==> src/rtl/cpu_types_pkg.sv <==
// Shared CPU types: register indices, pipeline-controller state, hazard rule
// encoding and the per-rule latch control pattern.
package cpu_types_pkg;

  typedef logic [4:0] regbits_t;

  localparam int LU_STALL_MAX = 3;

  typedef enum logic [1:0] {
    PC_RUN     = 2'd0,
    PC_LUSTALL = 2'd1,
    PC_HALT    = 2'd2
  } pipe_ctrl_state_t;

  typedef enum logic [2:0] {
    RULE_HALT     = 3'd0,
    RULE_WBHALT   = 3'd1,
    RULE_FREEZE   = 3'd2,
    RULE_REDIRECT = 3'd3,
    RULE_LOADUSE  = 3'd4,
    RULE_LUSTALL  = 3'd5,
    RULE_IFMISS   = 3'd6,
    RULE_NORMAL   = 3'd7
  } pipe_ctrl_rule_t;

  typedef struct packed {
    logic pc_en;
    logic if_en;
    logic if_flush;
    logic id_en;
    logic id_flush;
    logic ex_en;
    logic ex_flush;
    logic mem_en;
  } pipe_ctrl_t;

  // A flush always comes with its latch enable low, so no pattern sets both.
  function automatic pipe_ctrl_t ctrl_for_rule(input pipe_ctrl_rule_t rule);
    pipe_ctrl_t c;
    c = '0;
    case (rule)
      RULE_REDIRECT: begin
        c.pc_en    = 1'b1;
        c.if_flush = 1'b1;
        c.id_flush = 1'b1;
        c.ex_flush = 1'b1;
        c.mem_en   = 1'b1;
      end
      RULE_LOADUSE, RULE_LUSTALL: begin
        c.id_flush = 1'b1;
        c.ex_en    = 1'b1;
        c.mem_en   = 1'b1;
      end
      RULE_IFMISS: begin
        c.if_flush = 1'b1;
        c.id_en    = 1'b1;
        c.ex_en    = 1'b1;
        c.mem_en   = 1'b1;
      end
      RULE_NORMAL: begin
        c.pc_en  = 1'b1;
        c.if_en  = 1'b1;
        c.id_en  = 1'b1;
        c.ex_en  = 1'b1;
        c.mem_en = 1'b1;
      end
      default: c = '0;
    endcase
    return c;
  endfunction

endpackage

==> src/rtl/pipeline_ctrl_hazard_detect.sv <==
// Load-use hazard compare: the load in EX writes a register that the
// instruction in ID reads. Register 0 is hardwired and never stalls.
module hazard_detect
  import cpu_types_pkg::*;
(
  input  logic     ex_dREN,
  input  regbits_t ex_rt,
  input  regbits_t id_rs,
  input  regbits_t id_rt,
  output logic     lu_hazard
);

  assign lu_hazard = ex_dREN & (ex_rt != 5'd0) &
                     ((ex_rt == id_rs) | (ex_rt == id_rt));

endmodule

==> src/rtl/pipeline_ctrl.sv <==
// Central hazard/stall controller driving every pipeline latch en/flush pair
// and the PC write enable. Optional perf counters: define PIPE_CTRL_PERF_EN.
module pipeline_ctrl
  import cpu_types_pkg::*;
#(
  parameter int LU_STALL = 1
) (
  input  logic        CLK,
  input  logic        nRST,
  input  logic        ihit,
  input  logic        dhit,
  input  logic        mem_dREN,
  input  logic        mem_dWEN,
  input  logic        ex_dREN,
  input  regbits_t    ex_rt,
  input  regbits_t    id_rs,
  input  regbits_t    id_rt,
  input  logic        mem_take,
  input  logic        wb_halt,
  output logic        pc_en,
  output logic        if_en,
  output logic        if_flush,
  output logic        id_en,
  output logic        id_flush,
  output logic        ex_en,
  output logic        ex_flush,
  output logic        mem_en,
  output logic        halted,
  output logic [31:0] stall_cycles,
  output logic [31:0] flush_events
);

  pipe_ctrl_state_t state_r, state_nxt_s;
  logic [1:0]       lu_cnt_r, lu_cnt_nxt_s;
  logic             mem_busy_s;
  logic             lu_hazard_s;
  pipe_ctrl_rule_t  rule_s;
  pipe_ctrl_t       ctrl_s;

  hazard_detect u_hazard_detect (
    .ex_dREN   (ex_dREN),
    .ex_rt     (ex_rt),
    .id_rs     (id_rs),
    .id_rt     (id_rt),
    .lu_hazard (lu_hazard_s)
  );

  assign mem_busy_s = (mem_dREN | mem_dWEN) & ~dhit;

  // Select the one rule governing this cycle; earlier checks win.
  always_comb begin
    rule_s = RULE_NORMAL;
    if (state_r == PC_HALT) begin
      rule_s = RULE_HALT;
    end else if (wb_halt) begin
      rule_s = RULE_WBHALT;
    end else if (mem_busy_s) begin
      rule_s = RULE_FREEZE;
    end else if (mem_take) begin
      rule_s = RULE_REDIRECT;
    end else if ((state_r == PC_RUN) && lu_hazard_s) begin
      rule_s = RULE_LOADUSE;
    end else if (state_r == PC_LUSTALL) begin
      rule_s = RULE_LUSTALL;
    end else if (!ihit) begin
      rule_s = RULE_IFMISS;
    end else begin
      rule_s = RULE_NORMAL;
    end
  end

  // Next-state and latch controls from the selected rule.
  always_comb begin
    state_nxt_s  = state_r;
    lu_cnt_nxt_s = lu_cnt_r;
    ctrl_s       = ctrl_for_rule(rule_s);
    case (rule_s)
      RULE_HALT, RULE_WBHALT: begin
        state_nxt_s = PC_HALT;
      end
      RULE_FREEZE: begin
        state_nxt_s  = state_r;
        lu_cnt_nxt_s = lu_cnt_r;
      end
      RULE_REDIRECT: begin
        state_nxt_s  = PC_RUN;
        lu_cnt_nxt_s = 2'd0;
      end
      RULE_LOADUSE: begin
        // A single bubble needs no extra state: the load leaves EX next cycle.
        if (LU_STALL > 1) begin
          state_nxt_s  = PC_LUSTALL;
          lu_cnt_nxt_s = 2'(LU_STALL - 1);
        end else begin
          state_nxt_s  = PC_RUN;
          lu_cnt_nxt_s = 2'd0;
        end
      end
      RULE_LUSTALL: begin
        if (lu_cnt_r <= 2'd1) begin
          state_nxt_s  = PC_RUN;
          lu_cnt_nxt_s = 2'd0;
        end else begin
          state_nxt_s  = PC_LUSTALL;
          lu_cnt_nxt_s = lu_cnt_r - 2'd1;
        end
      end
      RULE_IFMISS, RULE_NORMAL: begin
        state_nxt_s  = PC_RUN;
        lu_cnt_nxt_s = 2'd0;
      end
      default: begin
        state_nxt_s  = PC_RUN;
        lu_cnt_nxt_s = 2'd0;
      end
    endcase
  end

  // Controller state register; reset aborts any stall in progress.
  always_ff @(posedge CLK or negedge nRST) begin
    if (!nRST) begin
      state_r  <= PC_RUN;
      lu_cnt_r <= 2'd0;
    end else begin
      state_r  <= state_nxt_s;
      lu_cnt_r <= lu_cnt_nxt_s;
    end
  end

  assign pc_en    = ctrl_s.pc_en;
  assign if_en    = ctrl_s.if_en;
  assign if_flush = ctrl_s.if_flush;
  assign id_en    = ctrl_s.id_en;
  assign id_flush = ctrl_s.id_flush;
  assign ex_en    = ctrl_s.ex_en;
  assign ex_flush = ctrl_s.ex_flush;
  assign mem_en   = ctrl_s.mem_en;
  assign halted   = (state_r == PC_HALT);

`ifdef PIPE_CTRL_PERF_EN
  logic [31:0] stall_cnt_r;
  logic [31:0] flush_cnt_r;
  logic        stall_ev_s;
  logic        flush_ev_s;

  // HALT maps to its own rule, so the counters freeze there naturally.
  assign stall_ev_s = (rule_s == RULE_FREEZE)  | (rule_s == RULE_LOADUSE) |
                      (rule_s == RULE_LUSTALL) | (rule_s == RULE_IFMISS);
  assign flush_ev_s = (rule_s == RULE_REDIRECT);

  // Free-running wrap-around performance counters.
  always_ff @(posedge CLK or negedge nRST) begin
    if (!nRST) begin
      stall_cnt_r <= 32'd0;
      flush_cnt_r <= 32'd0;
    end else begin
      if (stall_ev_s) stall_cnt_r <= stall_cnt_r + 32'd1;
      if (flush_ev_s) flush_cnt_r <= flush_cnt_r + 32'd1;
    end
  end

  assign stall_cycles = stall_cnt_r;
  assign flush_events = flush_cnt_r;
`else
  assign stall_cycles = 32'd0;
  assign flush_events = 32'd0;
`endif

endmodule

==> config.mk <==
export PLATFORM = sky130hd
export DESIGN_NAME = pipeline_ctrl
export DESIGN_NICKNAME = d
export VERILOG_FILES = /design/src/rtl/cpu_types_pkg.sv /design/src/rtl/pipeline_ctrl_hazard_detect.sv /design/src/rtl/pipeline_ctrl.sv
export SDC_FILE = /design/constraint.sdc
export NUM_CORES = 1
export LEC_CHECK = 0
export CAP_MARGIN = 20
export CORE_UTILIZATION = 29
export DETAILED_ROUTE_END_ITERATION = 10
export GPL_TIMING_DRIVEN = 0
export PLACE_DENSITY = 0.9
export SKIP_CTS_REPAIR_TIMING = 1
export SYNTH_ARGS = -nofsm -noshare
export SYNTH_HDL_FRONTEND = slang
export SYNTH_SLANG_ARGS = --single-unit
==> constraint.sdc <==
create_clock -name CLK -period 2.7 [get_ports CLK]
set_clock_uncertainty 0.2 [all_clocks]
set_input_delay 0.675 -clock CLK [delete_from_list [all_inputs] [get_ports CLK]]
set_output_delay 0.675 -clock CLK [all_outputs]
set_load 0.005 [all_outputs]
**After elaboration in Yosys (flattened, before gate mapping)**

Index checks and enable logic that the tools add are counted.

- $add $sub $neg: 1
- Order comparisons: 1
- Equality and inequality tests: 11
- Multiplexer cells: 19
- Bitwise operators: 6
- Reduce and logical (&&, ||, !) cells: 13

Operator list:

| cell | number |
|---|---|
| $eq 3x3->1 const B | 4 |
| $mux 3 | 4 |
| $eq 5x5->1 | 2 |
| $mux 1 | 10 |
| $reduce_or 2->1 | 4 |
| $reduce_or 4->1 | 2 |
| $eq 3x2->1 const B | 2 |
| $mux 2 | 3 |
| $pmux 2 s3 | 1 |
| $reduce_bool 5->1 | 1 |
| $reduce_or 5->1 | 1 |
| $pmux 2 s2 | 1 |
| $and 1x1->1 | 3 |
| $eq 3x1->1 const B | 1 |
| $logic_not 3->1 | 1 |
| $reduce_or 3->1 | 1 |
| $eq 2x1->1 const B | 1 |
| $eq 2x2->1 const B | 1 |
| $le 2x1->1 const B | 1 |
| $logic_not 2->1 | 1 |
| $or 1x1->1 | 2 |
| $reduce_bool 2->1 | 1 |
| $sub 2x1->2 const B | 1 |
| $logic_and 1x1->1 | 1 |
| $not 1->1 | 1 |

- Register bits after elaboration: 4
- Output and inout port bits: 73
- Logic and storage cells: 53

**Depth between registers and ports, before layout**

- Depth after elaboration: 12
- Mapped depth: 6
- Depth with buffers taken out: 6

**Cells and area by module**

A second synthesis with hierarchy kept.

- Cell total of the unflattened synthesis: 115
- Area total of the unflattened synthesis: 890.9 um2

By module, submodules not included:

| module | times used | cells each | area an instance (um2) |
|---|---|---|---|
| pipeline_ctrl | 1 | 98 | 765.7 |
| hazard_detect | 1 | 17 | 125.1 |

**Worst setup path after synthesis**

No wires, ideal clock.

- Kind: input-to-output
- From: in ex_rt[0]
- To: out if_flush
- Arrival time: 1.665 ns
- Required time: 1.825 ns
- Slack: 0.160 ns
- Stages: 4
- Buffers on the path: 0
- Cell sequence: or4_4 o211ai_2 nor2_2 o31ai_2

- Cells in the longest elaborated chain, start to end: 12

RTL lines:

| item | line | RTL |
|---|---|---|
| from (decl) | pipeline_ctrl.sv:15 | `input regbits_t ex_rt,` |
| $eq 5x5->1 or $reduce_bool 5->1 (tied branches) | pipeline_ctrl_hazard_detect.sv:14, pipeline_ctrl_hazard_detect.sv:13 |  |
| $or 1x1->1 or $and 1x1->1 (tied branches) | pipeline_ctrl_hazard_detect.sv:14, pipeline_ctrl_hazard_detect.sv:13 |  |
| $and 1x1->1 * | pipeline_ctrl_hazard_detect.sv:13 | `assign lu_hazard = ex_dREN & (ex_rt != 5'd0) &` |
| $logic_and 1x1->1 * | pipeline_ctrl.sv:61 | `end else if ((state_r == PC_RUN) && lu_hazard_s) begin` |
| $mux 2 * | pipeline_ctrl.sv:61 |  |
| $mux 3 * | pipeline_ctrl.sv:59 | `end else if (mem_take) begin` |
| $mux 3 * | pipeline_ctrl.sv:57 | `end else if (mem_busy_s) begin` |
| $mux 3 * | pipeline_ctrl.sv:55 | `end else if (wb_halt) begin` |
| $mux 3 * | pipeline_ctrl.sv:53 | `if (state_r == PC_HALT) begin` |
| $eq 3x3->1 or $eq 3x2->1 (tied branches) | cpu_types_pkg.sv:41 | `case (rule)` |
| $reduce_or 2->1 (no source line) * | -- |  |
| $mux 1 * | cpu_types_pkg.sv:41 |  |
| to (decl) | pipeline_ctrl.sv:22 | `output logic if_flush,` |

Every way passes the cells marked *; elsewhere a longest branch is shown, timed or not.

**Worst setup path in the final report**

- From: in ex_rt[3]
- To: out if_flush

Same word-level chain as after synthesis.

==> out/results.ini <==
[floorplan]
ios=97
fp.dieArea_um2=3370
die_y_um=58.0
start_util_pct=31.7
core_area_um2=2880
rows=19
fp.dieW_um=58.0

[pwr]
p_leak_nw=1.14
vdd_drop_max_uv=135
p_per_area_nw_per_um2=183
power_w=0.000301
power_switching_w=0.0000890
p_int_w=0.000212
combPwrFrac_pct=54.5
p_seq_share_pct=21.5
clockPowerShare_pct=24.0
swShare_pct=29.6

[global_routing]
grt_use_total_pct=10.4
grt_max_degree=6
antenna_found_initial=0
grt_pass1_vias=699
grt_pass1_wl_um=2790
grt.overflow.total=0

[detailed_routing]
ant_nets=0
first_pass_iters=9
vias=859
drt_first_iter_violations=13
drc=6
vias_per_cell=3.27
wl_per_cell_um=7.84
wl_um=2060

[critical_path]
endpoint_kind=output port
crit_buf_inv=2
crit_type=in -> out
crit_family=simple AND/OR/NAND/NOR gates
crit_arrival_ns=1.99
worst_path_max_delay_cell=or4_4
path_cells=buf_6 -> or4_4 -> o211ai_4 -> nor2_4 -> o31ai_2 -> buf_2
critPathLaunchType=primary input
cpPeakStageDelay_ns=0.54
cp_max_fo=4
required_ns=1.82

[timing]
rsz0062_at_grt=yes
finalSetupViolCount=5
final.setup.worst_slack_ns=-0.165
period_minus_slack_ns=2.87
finalCritPeriodShare_pct=106
drv_slew=0
final.setup.tns_ns=-0.505
max_clock_freq_mhz=349
hold_viol=0

[logic_synthesis]
synth_ff_type=dfrtp_1
yosysTopAreaCell=buf_4
synth.most_common_cell=buf_4
synth_common_cells=buf_4 (64), xor2_1 (10), nor2_1 (8)
yosys_warnings=0
ys_seq_elements=4
synthCells=121
ys_async_sr_fraction_pct=100
synth_area_leaders=buf_4 (53%), dfrtp_1 (11%), xor2_1 (9.6%)
yosysTopAreaCellShare_pct=52.7
syn-cell-area_um2=911
synth-edff-count=0
ys_types=25
ys_seq_area_share_pct=11.0
syn_avg_cell_area_um2=7.53

[clock_tree]
cts_tree=done
cts_sinks=4
clk_latency_ns=0.23
cts-root-buf=clkbuf_4
cts_buffer_depth=2
cts_buffers=3
h-tree-depth=1
cts.clk_slew.worst_paths_ns=0.03

[outcome]
status=finished with violations
failed_checks=design-rule violations, negative setup slack

[place]
place_area_um2=1520
place_congestion=0.749
hpwl_um=1790
io_buffers=32
placed_cells=258

[finish]
fin_area_um2=1640
final_util_pct=57.2
nets=247
diodes=0
area_delta_synth_final_pct=80.5
nFillCells=280
fin_cells=263
drive_gt1_share_pct=41.6

[min_path]
hold_path_class=reg -> reg

[flow_run]
maxCapViolCount=0

[worst register-to-register path, stage by stage (launching register included)]
cell     delay [ns]
dfrtp_1        0.41
nor2b_1        0.21
or3_4          0.41
inv_4          0.08
o32ai_1        0.08
[state kept, by name, summed over array words and instances (netlist names)]
| name | count |
|---|---|
| state_r | 2 |
| lu_cnt_r | 2 |
[layout by cell type (no fill, tap or decap), types with 3 or more instances in the layout]
master            n
nand2_1           5
nor2_1            7
buf_6             3
xor2_1            9
clkbuf_2          3
inv_1             3
dlymetal6s2s_1   19
dfrtp_1           4
nand2b_1          3
conb_1           64
buf_4            66
buf_2             3
clkbuf_4          3
clkdlybuf4s50_1   4
[area by class of cell]
cell class / instances / area [µm²] / area share, %
plain buffers: 64 / 480 / 29.2
clock buffers: 3 / 22.5 / 1.37
inverters: 4 / 17.5 / 1.07
multi-input cells: 112 / 614 / 37.4
flip-flops and latches: 4 / 100 / 6.09
well taps: 42 / 52.6 / 3.20
repair buffers: 34 / 357 / 21.7
[per-stage QoR]
step,setup WS (ns),hold WS (ns)
final,-0.165,0.307
after global routing,-0.252,0.326
after CTS,-0.936,0.312
after detailed placement,-0.932,0.305
after global placement,-0.913,0.288
after floorplan,0.160,0.179
[metal layers]
layer | track usage [%] | vias up | routed length, µm
li1 | - | 460 | -
met1 | 9.57 | 354 | 664
met2 | 21.8 | 45 | 1210
met3 | 2.46 | 0 | 183
met4 | 3.06 | 0 | 0
met5 | 0 | - | 0
[path summary, 6_finish.rpt]
path	startpoint	to	slack, ns	cells past startpoint
hold reg to reg	lu_cnt_r[0]	lu_cnt_r[0]	0.31	2
setup reg to reg	state_r[1]	lu_cnt_r[1]	1.18	4
max in group asynchronous	nRST	state_r[0]	1.67	1
setup / recovery	ex_rt[3]	if_flush	-0.17	6
min in group asynchronous	nRST	lu_cnt_r[1]	0.45	1
hold / removal	lu_cnt_r[0]	lu_cnt_r[0]	0.31	2
[power groups by stage]
stage | combinational, W | clock (W) | sequential [W]
floorplan | 0.000108 | 0 | 0.0000650
global placement | 0.000151 | 0 | 0.0000652
detailed placement | 0.000152 | 0 | 0.0000653
CTS | 0.000152 | 0.0000761 | 0.0000646
global route | 0.000180 | 0.0000810 | 0.0000652
finish | 0.000164 | 0.0000722 | 0.0000645
[logic make-up after synthesis]
logic type      Yosys count  synth area share (%)
compound gates            9                  8.24
flops                     4                  11.0
xor+xnor                 10                  9.61
buf+inv                  68                  54.4
other cells               1                 0.412
simple gates             29                  16.3
Power figures use the tool's default switching activity.
